**src/rtl/mbr_pkg.sv**
```systemverilog
`timescale 1ns/1ps
`default_nettype none
// +------------------------------------------------------------------------+
// | Package     : mbr_pkg                                                  |
// | Description : Items shared by the frame-marker generator and the       |
// |               receive-side synchroniser: the default marker period and |
// |               the lock-state encoding.                                 |
// | Revision    : 1.0  initial release                                     |
// +------------------------------------------------------------------------+
package mbr_pkg;

  // i320 rising edges between consecutive markers. The generator uses the
  // same constant so both ends of the link agree on the period.
  localparam int c_PERIOD_DEF = 40;

  typedef enum logic [1:0] {
    ST_HUNT   = 2'd0,
    ST_VERIFY = 2'd1,
    ST_LOCKED = 2'd2
  } mbr_state_t;

endpackage : mbr_pkg
`default_nettype wire

```
**src/rtl/mbr_sync_if.sv**
```systemverilog
`timescale 1ns/1ps
`default_nettype none
// +------------------------------------------------------------------------+
// | Interface   : mbr_sync_if                                              |
// | Description : Marker link bundle between the connector side (i320,     |
// |               iMBR) and the frame-synchroniser outputs.                |
// | Ports       : i320   - bit-rate clock from transmitter (async)         |
// |               iMBR   - frame marker, active-low (async)                |
// |               oLock  - synchroniser locked                             |
// |               oFrame - one-clk pulse per accepted frame boundary       |
// |               oSlot  - slot index 0..PERIOD-1, valid while oLock       |
// |               oErr   - one-clk pulse per marker error while locked     |
// |   master : drives the link inputs, observes the outputs               |
// |   slave  : the synchroniser itself                                     |
// | Revision    : 1.0  initial release                                     |
// +------------------------------------------------------------------------+
interface mbr_sync_if
  import mbr_pkg::*;
#(
  parameter int PERIOD = c_PERIOD_DEF
) ();

  localparam int CW = $clog2(PERIOD);

  logic          i320;
  logic          iMBR;
  logic          oLock;
  logic          oFrame;
  logic [CW-1:0] oSlot;
  logic          oErr;

  modport master (
    output i320, iMBR,
    input  oLock, oFrame, oSlot, oErr
  );

  modport slave (
    input  i320, iMBR,
    output oLock, oFrame, oSlot, oErr
  );

endinterface : mbr_sync_if
`default_nettype wire

```
**src/rtl/mbr_sync_in.sv**
```systemverilog
`timescale 1ns/1ps
`default_nettype none
// +------------------------------------------------------------------------+
// | Module      : mbr_sync_in                                              |
// | Description : Brings an asynchronous strobe/data pair into the clk     |
// |               domain. The strobe gets a 2-flop synchroniser plus a     |
// |               third flop for rising-edge detection; the active-low     |
// |               data line gets a matching 2-flop synchroniser so it is   |
// |               sampled on the same synchronised edge.                   |
// | Ports       : clk      - system clock                                  |
// |               rst      - asynchronous reset, active-low                |
// |               i_edge   - asynchronous strobe (rising edge = event)     |
// |               i_mark_n - asynchronous active-low data                  |
// |               o_tick   - one-clk pulse per strobe rising edge          |
// |               o_mk     - o_tick qualified by i_mark_n low              |
// | Revision    : 1.0  initial release                                     |
// +------------------------------------------------------------------------+
module mbr_sync_in (
  input  wire logic clk,
  input  wire logic rst,
  input  wire logic i_edge,
  input  wire logic i_mark_n,
  output logic      o_tick,
  output logic      o_mk
);

  // [0]=s1, [1]=s2, [2]=s3 (edge-detect history)
  logic [2:0] r_edge_sync;
  logic [1:0] r_mark_sync;

  // Reset to the idle-high level of both lines so that releasing reset
  // cannot manufacture a tick or a marker.
  always_ff @(posedge clk or negedge rst) begin
    if (!rst) begin
      r_edge_sync <= '1;
      r_mark_sync <= '1;
    end else begin
      r_edge_sync <= {r_edge_sync[1:0], i_edge};
      r_mark_sync <= {r_mark_sync[0], i_mark_n};
    end
  end

  assign o_tick = r_edge_sync[1] & ~r_edge_sync[2];
  assign o_mk   = o_tick & ~r_mark_sync[1];

endmodule : mbr_sync_in
`default_nettype wire

```
**src/rtl/mbr_sync.sv**
```systemverilog
`timescale 1ns/1ps
`default_nettype none
// +------------------------------------------------------------------------+
// | Module      : mbr_sync                                                 |
// | Description : Receive-side frame-marker synchroniser. Hunts for the    |
// |               active-low marker on the i320 stream, verifies LOCK_CNT  |
// |               correctly spaced markers, then flywheels a slot counter  |
// |               and reports frame boundaries and marker errors. MISS_MAX |
// |               consecutive errors drop lock.                            |
// | Ports       : clk  - system clock (>= 4x i320 rate)                    |
// |               rst  - asynchronous reset, active-low                    |
// |               bus  - mbr_sync_if.slave (i320/iMBR in; oLock, oFrame,   |
// |                      oSlot, oErr out, all registered)                  |
// | Revision    : 1.0  initial release                                     |
// +------------------------------------------------------------------------+
module mbr_sync
  import mbr_pkg::*;
#(
  parameter int PERIOD   = c_PERIOD_DEF,
  parameter int LOCK_CNT = 3,
  parameter int MISS_MAX = 2
) (
  input  wire logic clk,
  input  wire logic rst,
  mbr_sync_if.slave bus
);

  localparam int CW = $clog2(PERIOD);
  localparam int GW = $clog2(LOCK_CNT + 1);
  localparam int MW = $clog2(MISS_MAX + 1);

  localparam logic [CW-1:0] c_PHASE_LAST = CW'(PERIOD - 1);
  localparam logic [GW-1:0] c_GOOD_LOCK  = GW'(LOCK_CNT);
  localparam logic [MW-1:0] c_MISS_LAST  = MW'(MISS_MAX);

  logic          w_tick;
  logic          w_mk;
  logic          w_exp;
  logic          w_realign;
  logic [CW-1:0] w_phase_nxt;
  logic [GW-1:0] w_good_inc;
  logic [MW-1:0] w_miss_inc;

  mbr_state_t    r_state;
  logic [CW-1:0] r_phase;
  logic [GW-1:0] r_good;
  logic [MW-1:0] r_miss;
  logic          r_lock;
  logic          r_frame;
  logic          r_err;

  mbr_sync_in u_in (
    .clk      (clk),
    .rst      (rst),
    .i_edge   (bus.i320),
    .i_mark_n (bus.iMBR),
    .o_tick   (w_tick),
    .o_mk     (w_mk)
  );

  assign w_exp      = w_tick & (r_phase == c_PHASE_LAST);
  assign w_good_inc = r_good + 1'b1;
  assign w_miss_inc = r_miss + 1'b1;

  // Any marker outside LOCKED restarts the phase. While locked the counter
  // flywheels: an accepted marker lands on the natural wrap anyway, and a
  // misplaced one must not pull the phase.
  assign w_realign = w_mk & (r_state != ST_LOCKED);

  always_comb begin
    w_phase_nxt = r_phase;
    if (w_tick) begin
      if (w_realign || (r_phase == c_PHASE_LAST)) begin
        w_phase_nxt = '0;
      end else begin
        w_phase_nxt = r_phase + 1'b1;
      end
    end
  end

  always_ff @(posedge clk or negedge rst) begin
    if (!rst) begin
      r_state <= ST_HUNT;
      r_phase <= '0;
      r_good  <= '0;
      r_miss  <= '0;
      r_lock  <= 1'b0;
      r_frame <= 1'b0;
      r_err   <= 1'b0;
    end else begin
      r_frame <= 1'b0;
      r_err   <= 1'b0;
      r_phase <= w_phase_nxt;
      if (w_tick) begin
        case (r_state)
          ST_HUNT: begin
            if (w_mk) begin
              r_good  <= GW'(1);
              r_state <= ST_VERIFY;
            end
          end
          ST_VERIFY: begin
            if (w_exp && w_mk) begin
              r_good <= w_good_inc;
              if (w_good_inc == c_GOOD_LOCK) begin
                r_state <= ST_LOCKED;
                r_miss  <= '0;
                r_lock  <= 1'b1;
                r_frame <= 1'b1;
              end
            end else if (w_exp) begin
              r_state <= ST_HUNT;
              r_good  <= '0;
            end else if (w_mk) begin
              // early marker becomes the new candidate
              r_good <= GW'(1);
            end
          end
          ST_LOCKED: begin
            if (w_exp && w_mk) begin
              r_frame <= 1'b1;
              r_miss  <= '0;
            end else if (w_exp || w_mk) begin
              r_err <= 1'b1;
              if (w_miss_inc == c_MISS_LAST) begin
                r_state <= ST_HUNT;
                r_lock  <= 1'b0;
                r_good  <= '0;
                r_miss  <= '0;
              end else begin
                r_miss <= w_miss_inc;
              end
            end
          end
          default: r_state <= ST_HUNT;
        endcase
      end
    end
  end

  assign bus.oLock  = r_lock;
  assign bus.oFrame = r_frame;
  assign bus.oErr   = r_err;
  assign bus.oSlot  = r_phase;

endmodule : mbr_sync
`default_nettype wire

```
**src/flat_wrapper.sv**
```systemverilog
// flat-port wrapper written by rule: the top's interface ports become plain ports
module mbr_sync_flat import mbr_pkg::*;
#(
  parameter int PERIOD   = c_PERIOD_DEF,
  parameter int LOCK_CNT = 3,
  parameter int MISS_MAX = 2
)
  (clk, rst, bus_i320, bus_iMBR, bus_oLock, bus_oFrame, bus_oSlot, bus_oErr);
  mbr_sync_if #(.PERIOD(PERIOD)) bus_i ();
  input  wire logic clk;
  input  wire logic rst;
  input wire logic [$bits(bus_i.i320)-1:0] bus_i320;
  input wire logic [$bits(bus_i.iMBR)-1:0] bus_iMBR;
  output wire logic [$bits(bus_i.oLock)-1:0] bus_oLock;
  output wire logic [$bits(bus_i.oFrame)-1:0] bus_oFrame;
  output wire logic [$bits(bus_i.oSlot)-1:0] bus_oSlot;
  output wire logic [$bits(bus_i.oErr)-1:0] bus_oErr;
  assign bus_i.i320 = bus_i320;
  assign bus_i.iMBR = bus_iMBR;
  assign bus_oLock = bus_i.oLock;
  assign bus_oFrame = bus_i.oFrame;
  assign bus_oSlot = bus_i.oSlot;
  assign bus_oErr = bus_i.oErr;
  mbr_sync #(.PERIOD(PERIOD), .LOCK_CNT(LOCK_CNT), .MISS_MAX(MISS_MAX)) u_core (.clk(clk), .rst(rst), .bus(bus_i));
endmodule
```
**config.mk**
```make
export PLATFORM = sky130hd
export DESIGN_NAME = mbr_sync_flat
export DESIGN_NICKNAME = d
export VERILOG_FILES = /design/src/rtl/mbr_pkg.sv /design/src/rtl/mbr_sync_if.sv /design/src/rtl/mbr_sync_in.sv /design/src/rtl/mbr_sync.sv /design/src/flat_wrapper.sv
export SDC_FILE = /design/constraint.sdc
export NUM_CORES = 1
export LEC_CHECK = 0
export CAP_MARGIN = 20
export CORE_ASPECT_RATIO = 1.75
export CORE_UTILIZATION = 45
export DETAILED_ROUTE_END_ITERATION = 12
export GPL_TIMING_DRIVEN = 0
export PLACE_DENSITY = 0.65
export RECOVER_POWER = 50
export SLEW_MARGIN = 10
export SYNTH_ARGS = -nofsm -noshare
export SYNTH_HDL_FRONTEND = slang
export SYNTH_SLANG_ARGS = --single-unit
```
**constraint.sdc**
```tcl
create_clock -name clk -period 4.7 [get_ports clk]
set_input_delay 0.94 -clock clk [delete_from_list [all_inputs] [get_ports clk]]
set_output_delay 0.94 -clock clk [all_outputs]
set_load 0.02 [all_outputs]
```
==> Word level (Yosys, flattened, before mapping) <==
Index checks and enable logic that the tools add are counted.
{ "op_classes": {"add_sub_neg": 3, "n_eq_ne": 15, "muxes": 34, "n_bitwise": 6, "reduce_logical": 10} }
{ "op_table": {"columns": ["cell", "count"], "rows": [
  ["$mux W2", 15],
  ["$reduce_and A7 Y1", 2],
  ["$mux W1", 13],
  ["$pmux W2 S3", 2],
  ["$ne A2 B1 Y1 const B", 5],
  ["$reduce_and A5 Y1", 2],
  ["$add A6 B1 Y6 const B", 1],
  ["$eq A2 B2 Y1 const B", 3],
  ["$eq A6 B6 Y1 const B", 1],
  ["$mux W6", 1],
  ["$ne A3 B1 Y1 const B", 2],
  ["$add A2 B1 Y2 const B", 2],
  ["$and A1 B1 Y1", 4],
  ["$ne A2 B2 Y1 const B", 2],
  ["$pmux W1 S2", 2],
  ["$pmux W2 S2", 1],
  ["$ne A3 B3 Y1 const B", 1],
  ["$reduce_bool A3 Y1", 1],
  ["$eq A2 B1 Y1 const B", 1],
  ["$logic_not A2 Y1", 1],
  ["$logic_or A1 B1 Y1", 2],
  ["$not A1 Y1", 2],
  ["$reduce_bool A2 Y1", 1],
  ["$logic_and A1 B1 Y1", 1]
]} }
{ "word_totals": {"word_cells": 77, "out_inout_bits": 9, "reg_bits": 20, "inputBits": 4} }

==> Depth between registers and ports, before layout <==
Gate-level depths: netlist (run 1).
{ "depth": {"depth_word": 8, "ltp_mapped": 9, "depth_no_buf": 9} }

==> Modules after synthesis <==
From an unflattened synthesis (run 1), not the netlist that was laid out.
{ "hier_totals": {"cells_unflattened": 104, "hier_area_um2": 1067.3} }
{ "by_module_without_submodules": {"columns": ["module", "cells_each", "seq_area_each_um2", "area_per_inst_um2", "instances"], "rows": [
  ["mbr_sync", 97, 375.4, 917.1, 1],
  ["mbr_sync_in", 7, 131.4, 150.1, 1]
]} }

==> Worst setup path after synthesis (run 1) <==
Ideal clock, no wire load.
{ "synth_path": {"path_type": "reg2reg", "startpoint": "register u_core.r_phase[0], in the netlist u_core.bus.oSlot[0]", "endpoint": "register u_core.r_state[0]", "t_required_ns": 4.572, "setup_slack_ns": 2.134, "n_path_buf": 0, "stages_incl_launch_ff": 9, "setup_ns": 0.128, "arrival_ns": 2.438, "synth_period_minus_slack_ns": 2.566, "cell_sequence": "dfrtp_1 > ha_1 > nand3b_1 > or3_4 > ha_1 > nor4b_1 > o21ai_1 > a311oi_2 > mux2_1"} }
{ "synth_between": {"elab_chain_len": 5, "elab_cells_between_ends": 11, "cone_classes": "5 x eq/ne; 2 x mux; 1 x bitwise; 3 x reduce/logical"} }
{ "synth_rtl": {"columns": ["item", "line", "text"], "rows": [
  ["start: declaration", "mbr_sync.sv:45", "logic [CW-1:0] r_phase;"],
  ["start signal: assignment", "mbr_sync.sv:93", "r_phase <= w_phase_nxt;"],
  ["$eq A6 B6 Y1 (*)", "mbr_sync.sv:61", "assign w_exp = w_tick & (r_phase == c_PHASE_LAST);"],
  ["$and A1 B1 Y1 (*)", "mbr_sync.sv:61", null],
  ["$logic_and A1 B1 Y1 / $logic_or A1 B1 Y1 (equally long branches)", "mbr_sync.sv:103, mbr_sync.sv:120, mbr_sync.sv:123", null],
  ["$ne A3 B1 Y1 (no line), or another cell as far along", null, null],
  ["$reduce_and A7 Y1 (no line) / $pmux W2 S3 (equally long branches)", null, null],
  ["end signal: assignment", "mbr_sync.sv:106", "r_state <= ST_LOCKED;"],
  ["end signal: assignment", "mbr_sync.sv:112", "r_state <= ST_HUNT;"],
  ["end signal: assignment", "mbr_sync.sv:126", "r_state <= ST_HUNT;"],
  ["end: declaration", "mbr_sync.sv:44", "mbr_state_t r_state;"]
]} }
Mark *: on every way between the ends. The rest lies on a longest branch, timed or not.
A chain may end at the register's enable or synchronous reset.

==> Final worst setup path (run 1) <==
{ "layout_path": {"startpoint": "register u_core.u_in.r_edge_sync[2]", "endpoint": "register u_core.r_state[0]"} }
{ "layout_between": {"elab_chain_len": 6, "elab_cells_between_ends": 14, "cone_classes": "5 x eq/ne; 2 x mux; 4 x bitwise; 3 x reduce/logical"} }
{ "layout_rtl": {"columns": ["item", "line", "text"], "rows": [
  ["start: declaration", "mbr_sync_in.sv:28", "logic [2:0] r_edge_sync;"],
  ["start signal: assignment", "mbr_sync_in.sv:38", "r_edge_sync <= {r_edge_sync[1:0], i_edge};"],
  ["$not A1 Y1 (*)", "mbr_sync_in.sv:43", "assign o_tick = r_edge_sync[1] & ~r_edge_sync[2];"],
  ["$and A1 B1 Y1 (*)", "mbr_sync_in.sv:43", null],
  ["$and A1 B1 Y1, on equally long branches", "mbr_sync.sv:61, mbr_sync_in.sv:44", null],
  ["$logic_and A1 B1 Y1 / $logic_or A1 B1 Y1 (equally long branches)", "mbr_sync.sv:103, mbr_sync.sv:120, mbr_sync.sv:123", null],
  ["$ne A3 B1 Y1 (no line), or another cell as far along", null, null],
  ["$reduce_and A7 Y1 (no line) / $pmux W2 S3 (equally long branches)", null, null]
]} }
Marked as above.

==> impl_results.md, run 1 <==
* Synth async-reset ratio at 100%
* Final Skew at 0.00276 ns
* Unrepaired setup endpoints after global routing: false
* Status: finished, final reports clean
* Root Buffer: clkbuf_8
* Post-Synthesis Cell Area at 1060 um^2
* EDFF count, synth at 0
* Nets at 127
* Worst-path fanout max at 10
* Antenna-violating nets left at 0
* Drt drc at 0
* PortBufs at 12
* Period utilization at 57.9%
* Synthesized instance count at 97
* Pin count of the biggest net entering global routing at 21
* Die Width at 38.8 um
* Vias at 775
* Die area at 2570 um^2
* Max cap viols at 0
* VDD IR-drop max at 295 uV
* Synthesized Nets at 110
* Post-synthesis sequential area ratio at 47.6%
* Multi-input logic area at 508 um^2
* Final WS setup at 1.98 ns
* Clock slew at reported path FFs at 0.07 ns
* Clk sinks at 20
* Routed len/inst at 14.5 um
* Total GRT Usage at 18.3%
* Crit end category: flip-flop
* Synthesized flop and latch total at 20
* Final Hold Fails at 0
* Worst hold path type: reg2reg
* Antenna Cells at 0
* Worst Setup Start Kind: flip-flop
* Hold-fix buffers, CTS at 0
* Proportion of layout cells with a drive suffix above 1 at 13.3%
* FILL cells at 207
* DP HPWL at 1.51 mm
* Synth Flop Type: dfrtp_1
* Gp weighted congestion at 0.802
* Initial Util at 46.8%
* Num CTS Buffers at 3
* Arrival @ worst endpoint at 2.86 ns
* Post-CTS Setup Inserts at 0
* Power density over the cells at 357 nW/um^2
* First-pass GRT wire length at 3.45 mm
* Avg Inst Size Synth at 11.0 um^2
* Top post-synthesis cells by area: dfrtp_1 (35%), dfstp_2 (12%), ha_1 (11%)
* Setup TNS at 0 ns
* Fmax at 0.367 GHz
* Post-CTS sizing at 0
* Worst path required time at 4.84 ns
* Final Max Slew Viols at 0
* Area Overhead vs Synth at 19.4%
* Worst slack at placement at 1.98 ns
* Sequential cell area at 507 um^2
* Clock Latency Late Sink at 0.25 ns
* Antenna violations before repair at 0
* TritonCTS clock tree: built
* Min cycle time layout at 2.72 ns
* Vias in the first global route at 808
* Synth unique cells at 41
* Yosys warning count at 0
* Clk buf depth at 2
* Site Rows at 23
* Yosys top cell area share at 35.3%
* DRT Pass-1 Iters at 2
* Die H at 66.3 um
* Transition time of the tightest slew-check pin at 0.924 ns
* Final WL at 2.01 mm
* Leak pwr at 0.577 nW
* # setup viols final at 0
* Iter 0 DRT Violations at 26
* Setup CP Type: reg2reg
* # H-tree levels at 1
* Grt ovf at 0
* I/O pin cnt at 13
* Vias per cell at 5.62
* Worst rel slew slack at 38.2%
* Core area at 2270 um^2
* Largest area contributor in the netlist: dfrtp_1
==> registers in the layout, summed over array words and instances, names as in the netlist <==
name                     count
u_core.r_miss                2
u_core.r_state               2
u_core.bus.oFrame            1
u_core.r_good                2
u_core.u_in.r_mark_sync      2
u_core.bus.oErr              1
u_core.bus.oLock             1
u_core.u_in.r_edge_sync      3
u_core.bus.oSlot             6
==> metal layers <==
metal  share of wire, %  GRT usage [%]  vias to the layer above  wire length, um
met3                1.9           2.36                        2               38
li1                   -              -                      377                -
met5                  0              0                        -                0
met1                 43           20.7                      385              855
met4               0.50           4.31                        0               10
met2                 55           34.0                       11             1100
==> final timing paths <==
| check | depth (start not counted) | endpoint | slack [ns] | startpoint |
|---|---|---|---|---|
| min in group asynchronous | 1 | u_core.r_good[0] | 1.27 | rst |
| worst max register to register | 9 | u_core.r_state[0] | 1.98 | u_core.u_in.r_edge_sync[2] |
| max in group asynchronous | 1 | u_core.bus.oSlot[4] | 2.87 | rst |
| worst min register to register | 0 | u_core.u_in.r_mark_sync[1] | 0.36 | u_core.u_in.r_mark_sync[0] |
| worst min-delay path | 0 | u_core.u_in.r_mark_sync[1] | 0.36 | u_core.u_in.r_mark_sync[0] |
| worst max-delay path | 9 | u_core.r_state[0] | 1.98 | u_core.u_in.r_edge_sync[2] |
==> cells in the mapped netlist, drive strengths merged, types with 2 or more instances <==
library cell and instances:
nor2 5, nand2b 3, and3 2, a21boi 2, o22ai 2, xor2 4, nand2 6, nand4 2
mux2 2, o21ai 5, dfrtp 15, a21oi 3, ha 9, nor3 2, dfstp 5, inv 9
==> cell type report <==
cell class                 count  area share (%)
buffer                         2            1.18
sequential                    20            39.9
timing repair buffer          12            9.46
inverter                       9            2.66
clock buffer                   4            4.33
multi-input combinational     66            40.0
tap                           25            2.46
==> layout by cell type (no fill, tap or decap), drive strengths merged, types with 2 or more instances in the layout <==
cell type,instances
dlygate4sd3,3
o22ai,2
a21boi,2
ha,9
dfrtp,15
nand2,6
mux2,2
inv,9
clkdlybuf4s50,9
dfstp,5
clkbuf,5
a21oi,3
o21ai,5
nor3,2
xor2,4
nand4,2
nand2b,3
nor2,5
and3,2
==> logic make-up after synthesis <==
group,count (synthesis),synth area share [%]
muxes,2,2.12
AOI/OAI and AO/OA,24,16.6
buffers and inverters,11,4.59
and+or+nand+nor,27,15.2
adders and majority gates,9,10.6
xor gates and xnor gates,4,3.29
DFF,20,47.6
==> through the flow <==
stage | cell area (um^2) | cells | hold slack [ns] | power, mW | utilization, %
floorplan | 1060 | 97 | 0.345 | 0.291 | -
global placement | 1210 | 134 | 0.346 | 0.324 | 53.4
detailed placement | 1210 | 134 | 0.349 | 0.326 | 53.4
CTS | 1270 | 138 | 0.359 | 0.456 | 55.9
global route | 1270 | 138 | 0.370 | 0.479 | 55.9
finish | 1270 | 138 | 0.361 | 0.453 | 55.9
==> where the power goes <==
group	leakage, nW	internal [mW]	switching, mW
logic	0.294	0.0542	0.0663
clock network	0.0288	0.0744	0.0550
registers	0.254	0.189	0.0144
==> critical path: stages, from the launching register on <==
cell and delay (ns):
dfstp_2 0.52, and2b_2 0.21, clkbuf_1 0.21, nand2b_1 0.16
inv_1 0.07, ha_1 0.23, nor4b_1 0.31, o21ai_1 0.25
a311oi_2 0.31, mux2_1 0.34
No activity file was read; power rests on OpenSTA's default activity.
==> inputs of run 2 (changes only) <==
==> constraint.sdc (replaced) <==
create_clock -name clk -period 2.7 [get_ports clk]
set_input_delay 0.54 -clock clk [delete_from_list [all_inputs] [get_ports clk]]
set_output_delay 0.54 -clock clk [all_outputs]
set_load 0.02 [all_outputs]
==> run 2 against run 1 <==
Against the previous run:
- via count is 0.65% lower
- register-to-register slack got worse by 1.8 ns
- total power up 74%
- flip-flop and latch count unchanged
- sequential share of layout area fell by 0.81 points
- critical endpoint unchanged
==> impl_results.md, run 2 (synthesized netlist as in run 1, its figures left out) <==
* Status: finished, final reports clean
* Multi-input logic area at 518 um^2 (+2.0%)
* DRT Pass-1 Iters at 4 (+2)
* Worst Setup Start Kind: flip-flop
* Worst rel slew slack at 38.5% (+0.32 points)
* Met1 usage at 20.7% (unchanged)
* Site Rows at 23 (unchanged)
* Die area at 2570 um^2 (unchanged)
* Hold-fix buffers, CTS at 0 (unchanged)
* Critical path's top delay family: simple AND/OR/NAND/NOR gates
* Global routing met2 resource utilization at 34.0% (unchanged)
* Reg-to-reg critical path endpoint: u_core.r_state[0]
* Worst-path fanout max at 10 (unchanged)
* Routed len/inst at 14.3 um (-1.5%)
* Grt ovf at 0 (unchanged)
* Root Buffer: clkbuf_8
* Gr busiest metal: met2
* Die Width at 38.8 um (unchanged)
* Die H at 66.3 um (unchanged)
* Antenna violations before repair at 0 (unchanged)
* CP endpoint: u_core.r_state[0]
* Crit end category: flip-flop
* Delay of the slowest cell on the worst path at 0.52 ns (about the same)
* Length in cells of the worst reg-to-reg path at 9 (unchanged)
* Max FFs per register at 6 (unchanged)
* Min cycle time layout at 2.55 ns (-0.172 ns)
* Leak pwr at 0.591 nW (+2.5%)
* Worst hold path type: reg2reg
* Pin count of the biggest net entering global routing at 21 (unchanged)
* Power density over the cells at 608 nW/um^2 (+71%)
* Finished Layout Cells at 140 (+1.4%)
* Proportion of layout cells with a drive suffix above 1 at 17.4% (+4.1 points)
* First-pass GRT wire length at 3.45 mm (unchanged)
* Crit path cell chain: and2b_2 > clkbuf_2 > nand2b_1 > inv_1 > ha_1 > nor4b_2 > o21ai_2 > a311oi_2 > mux2_1
* Worst path required time at 2.84 ns (-2.00 ns)
* Total design power at 789 uW (+74%)
* Final Hold Fails at 0 (unchanged)
* Crit-path slowest cell: dfstp_2
* TritonCTS clock tree: built
* R2r setup slk at 0.15 ns (-1.83 ns)
* Vias per cell at 5.50 (-2.1%)
* # setup viols final at 0 (unchanged)
* Core area at 2270 um^2 (unchanged)
* DP HPWL at 1.51 mm (unchanged)
* Num CTS Buffers at 3 (unchanged)
* Clock slew at reported path FFs at 0.07 ns (about the same)
* Commonest non-fill, non-tap cell in the layout: dfrtp_1
* Post-Route Utilization at 57.0% (+1.2 points)
* Final Max Slew Viols at 0 (unchanged)
* Clock Latency Late Sink at 0.25 ns (about the same)
* Antenna-violating nets left at 0 (unchanged)
* Worst Hold Depth at 0 (unchanged)
* Antenna Cells at 0 (unchanged)
* Fmax at 0.392 GHz (+6.7%)
* Drt drc at 0 (unchanged)
* Setup CP Type: reg2reg
* Initial Util at 46.8% (unchanged)
* Sequential cell area at 507 um^2 (unchanged)
* Critical path depth in cells at 9 (unchanged)
* Crit path buffers/inverters at 2 (unchanged)
* Max cap viols at 0 (unchanged)
* Final WL at 2.01 mm (about the same)
* Clk sinks at 20 (unchanged)
* Transition time of the tightest slew-check pin at 0.919 ns (-0.00479 ns)
* Arrival @ worst endpoint at 2.69 ns (-0.17 ns)
* GRT met3 Usage at 2.36% (unchanged)
* I/O pin cnt at 13 (unchanged)
* Clk buf depth at 2 (unchanged)
* PortBufs at 12 (unchanged)
* Total GRT Usage at 18.3% (unchanged)
* Nets at 129 (+1.6%)
* Vias in the first global route at 811 (+0.37%)
* VDD IR-drop max at 508 uV (+72%)
* Cells after DPL at 134 (unchanged)
* FF-to-FF Start: u_core.u_in.r_edge_sync[2]
* Period utilization at 94.5% (+37 points)
* Gp weighted congestion at 0.802 (unchanged)
* Crit path from: u_core.u_in.r_edge_sync[2]
* Iter 0 DRT Violations at 22 (-15%)
* # H-tree levels at 1 (unchanged)
* Final Skew at 0.00397 ns (+0.00120 ns)
* Vias at 770 (-0.65%)
* FILL cells at 202 (-2.4%)
* Area Overhead vs Synth at 21.9%
* Most frequent cells in the layout: dfrtp_1 (15), inv_1 (9), ha_1 (9), clkdlybuf4s50_1 (9), nand2_1 (6)
-- run 2: worst min path at each step --
stage | from | to | slack, ns
finish | u_core.u_in.r_mark_sync[0] | u_core.u_in.r_mark_sync[1] | 0.36
detailed placement | u_core.u_in.r_edge_sync[0] | u_core.u_in.r_edge_sync[1] | 0.35
floorplan | rst | u_core.bus.oErr | 0.24
global route | u_core.u_in.r_edge_sync[0] | u_core.u_in.r_edge_sync[1] | 0.37
global placement | u_core.u_in.r_mark_sync[0] | u_core.u_in.r_mark_sync[1] | 0.35
CTS | u_core.u_in.r_edge_sync[0] | u_core.u_in.r_edge_sync[1] | 0.36
-- run 2: where the power goes --
part	internal, mW	switching (mW)
clock network	0.129	0.0942
logic	0.0967	0.114
registers	0.329	0.0251
total	0.555	0.234
-- run 2: layer usage --
metal	share of wire, %	up-vias
met4	0.50	0
met3	1.8	2
met5	0	-
li1	-	379
met2	56	11
met1	42	378
-- run 2: cell type report --
class,instances,share of cell area [%]
plain buffers,2,1.25
clock buffers,4,4.25
inverters,9,2.61
multi-input cells,66,40.0
flip-flops and latches,20,39.1
well taps,25,2.41
repair buffers,14,10.4
-- run 2: repair_timing --
item,4_1_cts,5_1_grt
gates resized for setup,2,2
pin swaps,0,2
setup endpoints to repair,1,1
gates cloned,0,0
buffers inserted,0,2
-- run 2: worst reg2reg max path: cells and delay by family, from the launching register on --
family	cells	cell delay, ns
adder cells (fa/ha/maj)	1	0.24
AO/OA/AOI/OAI	2	0.43
buffers and inverters	2	0.25
flip-flops	1	0.52
multiplexers	1	0.34
AND/OR/NAND/NOR	3	0.65
-- run 2: through the flow --
stage / TNS [ns] / cell area (um^2) / worst slack (ns) / hold WS, ns
after floorplan: 0 / 1060 / 0.134 / 0.244
after global placement: 0 / 1210 / 0.00248 / 0.346
after detailed placement: -0.0157 / 1210 / -0.0157 / 0.349
after CTS: 0 / 1280 / 0.0641 / 0.359
after global routing: -0.00207 / 1300 / -0.00207 / 0.370
final: 0 / 1300 / 0.148 / 0.361
